`src/rtl/uart_pkg.sv`:
```
// Shared encodings and helpers for the UART receive path.
// No logic; parity codes, receiver state enum and baud divisor calculation.
package uart_pkg;

    localparam int PAR_NONE = 0;
    localparam int PAR_ODD  = 1;
    localparam int PAR_EVEN = 2;

    typedef enum logic [2:0] {
        ST_IDLE,
        ST_START,
        ST_DATA,
        ST_PAR,
        ST_STOP,
        ST_WAIT_IDLE
    } rx_state_e;

    // Clocks per 16x oversample tick, rounded to nearest.
    function automatic int calc_div(input longint clk_freq, input longint baud);
        return int'((clk_freq + 8 * baud) / (16 * baud));
    endfunction

endpackage

```
`src/rtl/sync_fifo.sv`:
```
// Synchronous first-word-fall-through FIFO; rd_data shows the head whenever non-empty.
// Latency: a write is visible on rd_data the cycle after wr_en (no bypass).
// Backpressure: a write while full without a read is dropped and flagged on overflow.
module sync_fifo #(
    parameter int WIDTH = 8,
    parameter int DEPTH = 16
) (
    input  logic                     clk,
    input  logic                     rst,
    input  logic                     wr_en,
    input  logic [WIDTH-1:0]         wr_data,
    input  logic                     rd_en,
    output logic [WIDTH-1:0]         rd_data,
    output logic                     empty,
    output logic                     full,
    output logic                     overflow,
    output logic [$clog2(DEPTH):0]   level
);

    localparam int AW = $clog2(DEPTH);

    logic [WIDTH-1:0] mem [DEPTH];
    logic [AW-1:0]    wr_ptr;
    logic [AW-1:0]    rd_ptr;
    logic [AW:0]      count;
    logic             wr_ok;
    logic             rd_ok;

    assign empty    = (count == '0);
    assign full     = (count == (AW+1)'(DEPTH));
    assign rd_ok    = rd_en & ~empty;
    // A read in the same cycle frees a slot, so a full FIFO still accepts.
    assign wr_ok    = wr_en & (~full | rd_ok);
    assign overflow = wr_en & ~wr_ok;
    assign level    = count;
    assign rd_data  = empty ? '0 : mem[rd_ptr];

    always_ff @(posedge clk) begin
        if (rst) begin
            wr_ptr <= '0;
            rd_ptr <= '0;
            count  <= '0;
        end else begin
            if (wr_ok) wr_ptr <= wr_ptr + 1'b1;
            if (rd_ok) rd_ptr <= rd_ptr + 1'b1;
            case ({wr_ok, rd_ok})
                2'b10:   count <= count + 1'b1;
                2'b01:   count <= count - 1'b1;
                default: count <= count;
            endcase
        end
    end

    always_ff @(posedge clk) begin
        if (wr_ok) mem[wr_ptr] <= wr_data;
    end

endmodule

```
`src/rtl/uart_rx_core.sv`:
```
// UART receiver: 16x oversampled, majority-voted bits, optional parity, FWFT output FIFO.
// Latency: word pushed one cycle after the last stop sample; o_valid the cycle after.
// Backpressure: i_ready pops the FIFO; a good word arriving when full is dropped (o_overrun).
module uart_rx_core
    import uart_pkg::*;
#(
    parameter int CLK_FREQ   = 25_000_000,
    parameter int BAUD       = 115200,
    parameter int DATA_BITS  = 8,
    parameter int PARITY     = 0,
    parameter int STOP_BITS  = 1,
    parameter int FIFO_DEPTH = 16
) (
    input  logic                          i_clk,
    input  logic                          i_rst,
    input  logic                          i_uart_rx,
    output logic [DATA_BITS-1:0]          o_data,
    output logic                          o_valid,
    input  logic                          i_ready,
    output logic                          o_parity_err,
    output logic                          o_frame_err,
    output logic                          o_overrun,
    output logic [$clog2(FIFO_DEPTH):0]   o_level
);

    localparam int DIV   = calc_div(CLK_FREQ, BAUD);
    localparam int DIV_W = $clog2(DIV + 1);

    logic                 rx_meta, rx_sync, rx_prev;
    logic                 rx_fall, start_det;
    logic [DIV_W-1:0]     div_cnt;
    logic                 tick, mid, bit_end;
    logic [3:0]           os_cnt;
    logic                 samp7, samp8, vote;
    logic [3:0]           bit_cnt;
    logic [DATA_BITS-1:0] shreg;
    logic                 par_bad;
    rx_state_e            state_q, state_d;
    logic                 push_d, perr_d, ferr_d;
    logic                 push_q, perr_q, ferr_q;
    logic                 fifo_empty, fifo_full;

    always_ff @(posedge i_clk) begin
        if (i_rst) begin
            rx_meta <= 1'b1;
            rx_sync <= 1'b1;
            rx_prev <= 1'b1;
        end else begin
            rx_meta <= i_uart_rx;
            rx_sync <= rx_meta;
            rx_prev <= rx_sync;
        end
    end

    assign rx_fall   = rx_prev & ~rx_sync;
    assign start_det = (state_q == ST_IDLE) && rx_fall;

    // Bit timing restarts on each start edge so sampling is centred on that edge.
    assign tick = (div_cnt == DIV_W'(DIV - 1));
    always_ff @(posedge i_clk) begin
        if (i_rst || start_det) begin
            div_cnt <= '0;
            os_cnt  <= '0;
        end else if (tick) begin
            div_cnt <= '0;
            os_cnt  <= os_cnt + 1'b1;
        end else begin
            div_cnt <= div_cnt + 1'b1;
        end
    end

    always_ff @(posedge i_clk) begin
        if (i_rst) begin
            samp7 <= 1'b1;
            samp8 <= 1'b1;
        end else if (tick) begin
            if (os_cnt == 4'd7) samp7 <= rx_sync;
            if (os_cnt == 4'd8) samp8 <= rx_sync;
        end
    end

    assign mid     = tick && (os_cnt == 4'd9);
    assign bit_end = tick && (os_cnt == 4'd15);
    assign vote    = (samp7 & samp8) | (samp7 & rx_sync) | (samp8 & rx_sync);

    always_ff @(posedge i_clk) begin
        if (i_rst) state_q <= ST_IDLE;
        else       state_q <= state_d;
    end

    always_comb begin
        state_d = state_q;
        push_d  = 1'b0;
        perr_d  = 1'b0;
        ferr_d  = 1'b0;
        case (state_q)
            ST_IDLE: begin
                if (rx_fall) state_d = ST_START;
            end
            ST_START: begin
                if (mid && vote)  state_d = ST_IDLE;
                else if (bit_end) state_d = ST_DATA;
            end
            ST_DATA: begin
                if (bit_end && bit_cnt == 4'(DATA_BITS - 1))
                    state_d = (PARITY != PAR_NONE) ? ST_PAR : ST_STOP;
            end
            ST_PAR: begin
                if (bit_end) state_d = ST_STOP;
            end
            ST_STOP: begin
                if (mid) begin
                    if (!vote) begin
                        ferr_d  = 1'b1;
                        perr_d  = par_bad;
                        state_d = ST_WAIT_IDLE;
                    end else if (bit_cnt == 4'(STOP_BITS - 1)) begin
                        perr_d  = par_bad;
                        push_d  = ~par_bad;
                        state_d = ST_IDLE;
                    end
                end
            end
            ST_WAIT_IDLE: begin
                if (rx_sync) state_d = ST_IDLE;
            end
            default: state_d = ST_IDLE;
        endcase
    end

    always_ff @(posedge i_clk) begin
        if (i_rst) begin
            shreg   <= '0;
            par_bad <= 1'b0;
            bit_cnt <= '0;
            push_q  <= 1'b0;
            perr_q  <= 1'b0;
            ferr_q  <= 1'b0;
        end else begin
            push_q <= push_d;
            perr_q <= perr_d;
            ferr_q <= ferr_d;
            if (start_det) par_bad <= 1'b0;
            if (state_q != state_d) bit_cnt <= '0;
            else if (bit_end)       bit_cnt <= bit_cnt + 1'b1;
            if (state_q == ST_DATA && mid)
                shreg <= {vote, shreg[DATA_BITS-1:1]};
            // Total ones must be odd for odd parity, even for even parity.
            if (state_q == ST_PAR && mid)
                par_bad <= ((^shreg) ^ vote) != (PARITY == PAR_ODD);
        end
    end

    assign o_parity_err = perr_q;
    assign o_frame_err  = ferr_q;
    assign o_valid      = ~fifo_empty;

    sync_fifo #(
        .WIDTH (DATA_BITS),
        .DEPTH (FIFO_DEPTH)
    ) u_fifo (
        .clk      (i_clk),
        .rst      (i_rst),
        .wr_en    (push_q),
        .wr_data  (shreg),
        .rd_en    (i_ready),
        .rd_data  (o_data),
        .empty    (fifo_empty),
        .full     (fifo_full),
        .overflow (o_overrun),
        .level    (o_level)
    );

endmodule

```
`config.mk`:
```
export PLATFORM = sky130hd
export DESIGN_NAME = uart_rx_core
export DESIGN_NICKNAME = d
export VERILOG_FILES = /design/src/rtl/uart_pkg.sv /design/src/rtl/sync_fifo.sv /design/src/rtl/uart_rx_core.sv
export SDC_FILE = /design/constraint.sdc
export NUM_CORES = 1
export LEC_CHECK = 0
export ABC_AREA = 1
export ABC_CLOCK_PERIOD_IN_PS = 3050
export CORE_UTILIZATION = 61
export CTS_CLUSTER_DIAMETER = 40
export DETAILED_ROUTE_END_ITERATION = 10
export PLACE_DENSITY = 0.85
export SYNTH_ARGS = -nofsm -noshare
export SYNTH_HDL_FRONTEND = slang
export SYNTH_SLANG_ARGS = --single-unit
export TNS_END_PERCENT = 10
```
`constraint.sdc`:
```
create_clock -name i_clk -period 3.05 [get_ports i_clk]
set_input_delay 0.305 -clock i_clk [delete_from_list [all_inputs] [get_ports i_clk]]
set_output_delay 0.305 -clock i_clk [all_outputs]
set_load 0.1 [all_outputs]
```
* Word level (Yosys, flattened, before mapping)
Memory sizes are Yosys's and may differ from the RTL's. A register that Yosys moved wholly into a read port is not among the register bits. Index checks and enable logic that the tools add are counted.
Storage, ports and cells: input bits 4, bits in registers 45, word-level logic and storage cells 101, output and inout port bits 17, memory bits (writable) 128, memories 1
Cells by class: bitwise operators 20, muxes and demuxes 21, $add $sub $neg 7, equal/unequal tests 15, reductions and logical operators 20
Memories:
- u_fifo.mem | words 16, width 8, rd ports 1, clocked after memory_dff 1, write ports 1, line sync_fifo.sv:22 | logic [WIDTH-1:0] mem [DEPTH];
Operators by type and width (count):
- $mux W3 | 9
- $add A4 B1 Y4 const B | 5
- $pmux W3 S6 | 1
- $eq A4 B4 Y1 const B | 4
- $pmux W5 S2 | 1
- $not A1 Y1 | 9
- $eq A4 B3 Y1 const B | 2
- $mux W4 | 2
- $mux W8 | 1
- $reduce_xor A8 Y1 | 1
- $and A1 B1 Y1 | 7
- $logic_and A1 B1 Y1 | 7
- $mux W1 | 7
- $eq A3 B2 Y1 const B | 2
- $eq A3 B3 Y1 const B | 2
- $add A5 B1 Y5 const B | 1
- $eq A5 B5 Y1 const B | 1
- $logic_not A5 Y1 | 1
- $reduce_or A5 Y1 | 1
- $sub A5 B1 Y5 const B | 1
- $logic_not A4 Y1 | 1
- $reduce_and A2 Y1 | 2
- $reduce_bool A2 Y1 | 2
- $reduce_or A2 Y1 | 2
- 9 further kinds | 11

* Depth between registers and ports, before layout
depth in word-level cells 8, gate-level depth with buffers 14

* Modules after synthesis
A second synthesis with hierarchy kept.
Unflattened totals: cells, all modules 776, area total of the unflattened synthesis 7877.6 um^2
Modules (own cells, without submodules):
- sync_fifo | seq. area each 4184.0 um^2, cells each 556, times used 1, area each 6132.1 um^2
- uart_rx_core | seq. area each 640.6 um^2, cells each 220, times used 1, area each 1745.4 um^2

* Worst setup path after synthesis
OpenSTA, ideal clock, no wires.
path type register to output, start point register u_fifo.count[0] (netlist: u_fifo.level[0]), end point output o_data[0], arrival time 3.714 ns, slack -0.969 ns, cell stages (with the launch flop) 5, required time 2.745 ns, cells stage by stage dfxtp_1 -> nor4_1 -> nand2_1 -> inv_1 -> a21oi_1
On the way: longest elaborated chain between the ends 2
Ends and longest elaborated chain:
- from (decl) | line sync_fifo.sv:25 | logic [AW:0] count;
- from (signal assigned) | line sync_fifo.sv:47 | 2'b10: count <= count + 1'b1;
- from (signal assigned) | line sync_fifo.sv:48 | 2'b01: count <= count - 1'b1;
- from (signal assigned) | line sync_fifo.sv:49 | default: count <= count;
- $logic_not A5 Y1 | line sync_fifo.sv:29 | assign empty = (count == '0);
- $mux W8 | line sync_fifo.sv:36 | assign rd_data = empty ? '0 : mem[rd_ptr];
- to (decl) | line uart_rx_core.sv:17 | output logic [DATA_BITS-1:0] o_data,
Every way passes these cells.

==> flow_summary.yaml <==
sta:
  clock-skew-final_ns: 0.009727
  layout_min_cycle_time_ns: 2.909
  rsz0062_at_grt: "false"
  setup_ws_ns: 0.1409
  slew_viol_final: 0
  setup_violations: 0
  tightest_slew_ns: 0.9667
  hold_viol: 0
  timing.final.crit_share: 0.9538
  finalSetupTns_ns: 0
  max_freq_ghz: 0.3438
  relSlewSlack: 0.3535
floorplanning:
  ioPinCount: 21
  die_y_um: 113.3
  core_um2: 12060
  dieWidth_um: 113.3
  initial_core_util: 0.6262
  rows: 40
  die-area_um2: 12830
place:
  hpwl_um: 10770
  portBuffers: 20
  placed_cell_area_um2: 8041
  pre_cts_slack_ns: 0.2331
  gp_congestion: 0.8805
route:
  viasPerCell: 5.990
  routedWlPerCell_um: 18.60
  initialDrtViolationCount: 606
  drc: 0
  first_pass_iters: 5
  wl_um: 16820
  antenna_left: 0
  dr_total_vias: 5415
critical_path:
  cpPeakStageDelay_ns: 0.47
  required_ns: 2.74
  crit_chain: "inv_4 -> buf_4 -> o21ai_0 -> o221ai_1 -> nand3_1 -> a21oi_2 -> buf_12"
  worstSetupEndpointType: "output port"
  cp_max_fo: 32
  critPathTopFamily: "buffers and inverters"
  critPathBufInv: 3
  setup.worst_path.class: "flip-flop to output port"
  worstSetupStartpointType: "flip-flop"
  crit_slowest_cell: "dfxtp_2"
  crit_arrival_ns: 2.60
cells_and_area:
  syn2layout_area_growth_pct: 13.72
  fin_nets: 744
  n_antenna_cell: 0
  drive_above_1_share: 0.1332
  stdcell_area_um2: 8589
power:
  p_leak_nw: 3.337
  max-vdd-ir-drop_mv: 0.8774
  power_density_nw_per_um2: 851.9
clock_network:
  cts_buffers: 17
  cts_buffer_depth: 2
  clock_sinks: 177
  htreeDepth: 4
  clk_latency_ns: 0.43
  cts-root-buf: "clkbuf_16"
  holdBufCountCts: 0
  clk_pin_slew_worst_paths_ns: 0.06
  tritoncts: "done"
grt:
  grtUsageTotal: 0.2805
  grt_max_degree: 44
  antenna_found_initial: 0
  grt_overflow: 0
  grt_pass1_wl_um: 26740
  grt_pass1_vias: 5415
hold_path:
  min_path_type: "flip-flop to flip-flop"
synth:
  postSynth.asyncResetShare: 0
  synthesis.instances: 700
  ys.flop_type: "edfxtp_1"
  yosysSeqAreaShare: 0.6387
  ys_ff_latch: 177
  synth_edf_count: 128
  yosysWarnings: 0
  synth_area_um2: 7553
  syn_area_per_cell_um2: 10.79
  synth_cell_types: 35
  synth_area_leaders: "edfxtp_1, dfxtp_1, nor2_1"
  synthTopCellsByCount: "edfxtp_1, nor2_1, o21ai_0, nand2_1, dfxtp_1"
  yosys.area.top_type: "edfxtp_1"
  syn_nets: 721
  synthDominantCellAreaShare: 0.5089
run:
  cap_viol_max_count: 0
run_status:
  status: "finished, final reports clean"
==> registers in the layout, summed over array words and instances, names as in the netlist, 3 cells and up, named ones only <==
| signal | flops |
|---|---|
| state_q | 3 |
| u_fifo.mem | 128 |
| div_cnt | 4 |
| u_fifo.wr_ptr | 4 |
| bit_cnt | 4 |
| os_cnt | 4 |
| u_fifo.level | 5 |
| u_fifo.rd_ptr | 4 |
| shreg | 8 |
==> worst paths after layout <==
check	from	cells past startpoint	slack (ns)	endpoint
setup / recovery	flip-flop	7	0.14	o_data[2]
hold / removal	rx_meta	1	0.41	rx_sync
setup reg to reg	u_fifo.level[0]	12	0.41	u_fifo.level[4]
hold reg to reg	rx_meta	1	0.41	rx_sync
==> final cells by class <==
cell class	count	area [um^2]
clock buffers	21	460.4
flip-flops and latches	177	4832
fillers	823	3472
repair buffers	31	356.6
multi-input cells	441	2437
inverters	55	211.5
clock inverters	11	81.33
well taps	168	210.2
==> metal layers <==
layer	global-route usage	share of wire	up-vias	wire length (um)
met3	0.07445	0.074	49	1239
met1	0.3317	0.39	2606	6490
met5	0	0	-	0
met4	0.1333	0.035	0	582
li1	-	-	2504	-
met2	0.4785	0.51	256	8502
==> layout by cell type (no fill, tap or decap), types with 17 or more instances in the layout <==
master and n:
inv_1 47, o21ai_0 82, nand3_1 28, clkbuf_16 17, nor2_1 128, dfxtp_1 43
a21oi_1 25, edfxtp_1 128, o221ai_1 20, nand2_1 55
==> power breakdown <==
| part | switching, mW | internal (mW) | leakage (nW) |
|---|---|---|---|
| registers | 0.105 | 2.62 | 1.85 |
| logic | 1.83 | 0.773 | 1.22 |
| clock network | 0.900 | 1.09 | 0.262 |
==> logic make-up after synthesis <==
group | share of synthesized area
AO/OA/AOI/OAI | 0.1204
XOR/XNOR | 0.01971
adder cells (fa/ha/maj) | 0.02915
buffers and inverters | 0.04290
flip-flops | 0.6387
AND/OR/NAND/NOR | 0.1491
==> what timing repair did <==
item	CTS	global route
gates resized for setup	0	3
endpoints found under the setup margin	0	5
setup buffers	0	0
==> stage by stage <==
stage	utilization	power, mW	hold WS [ns]	instances
after global placement	0.6667	5.249	0.3983	872
after CTS	0.7116	7.299	0.4120	904
after floorplan	-	4.612	0.3895	700
final	0.7121	7.317	0.4118	904
after detailed placement	0.6667	5.327	0.3975	872
after global routing	0.7121	7.626	0.4395	904
No activity file was read; power rests on OpenSTA's default activity.
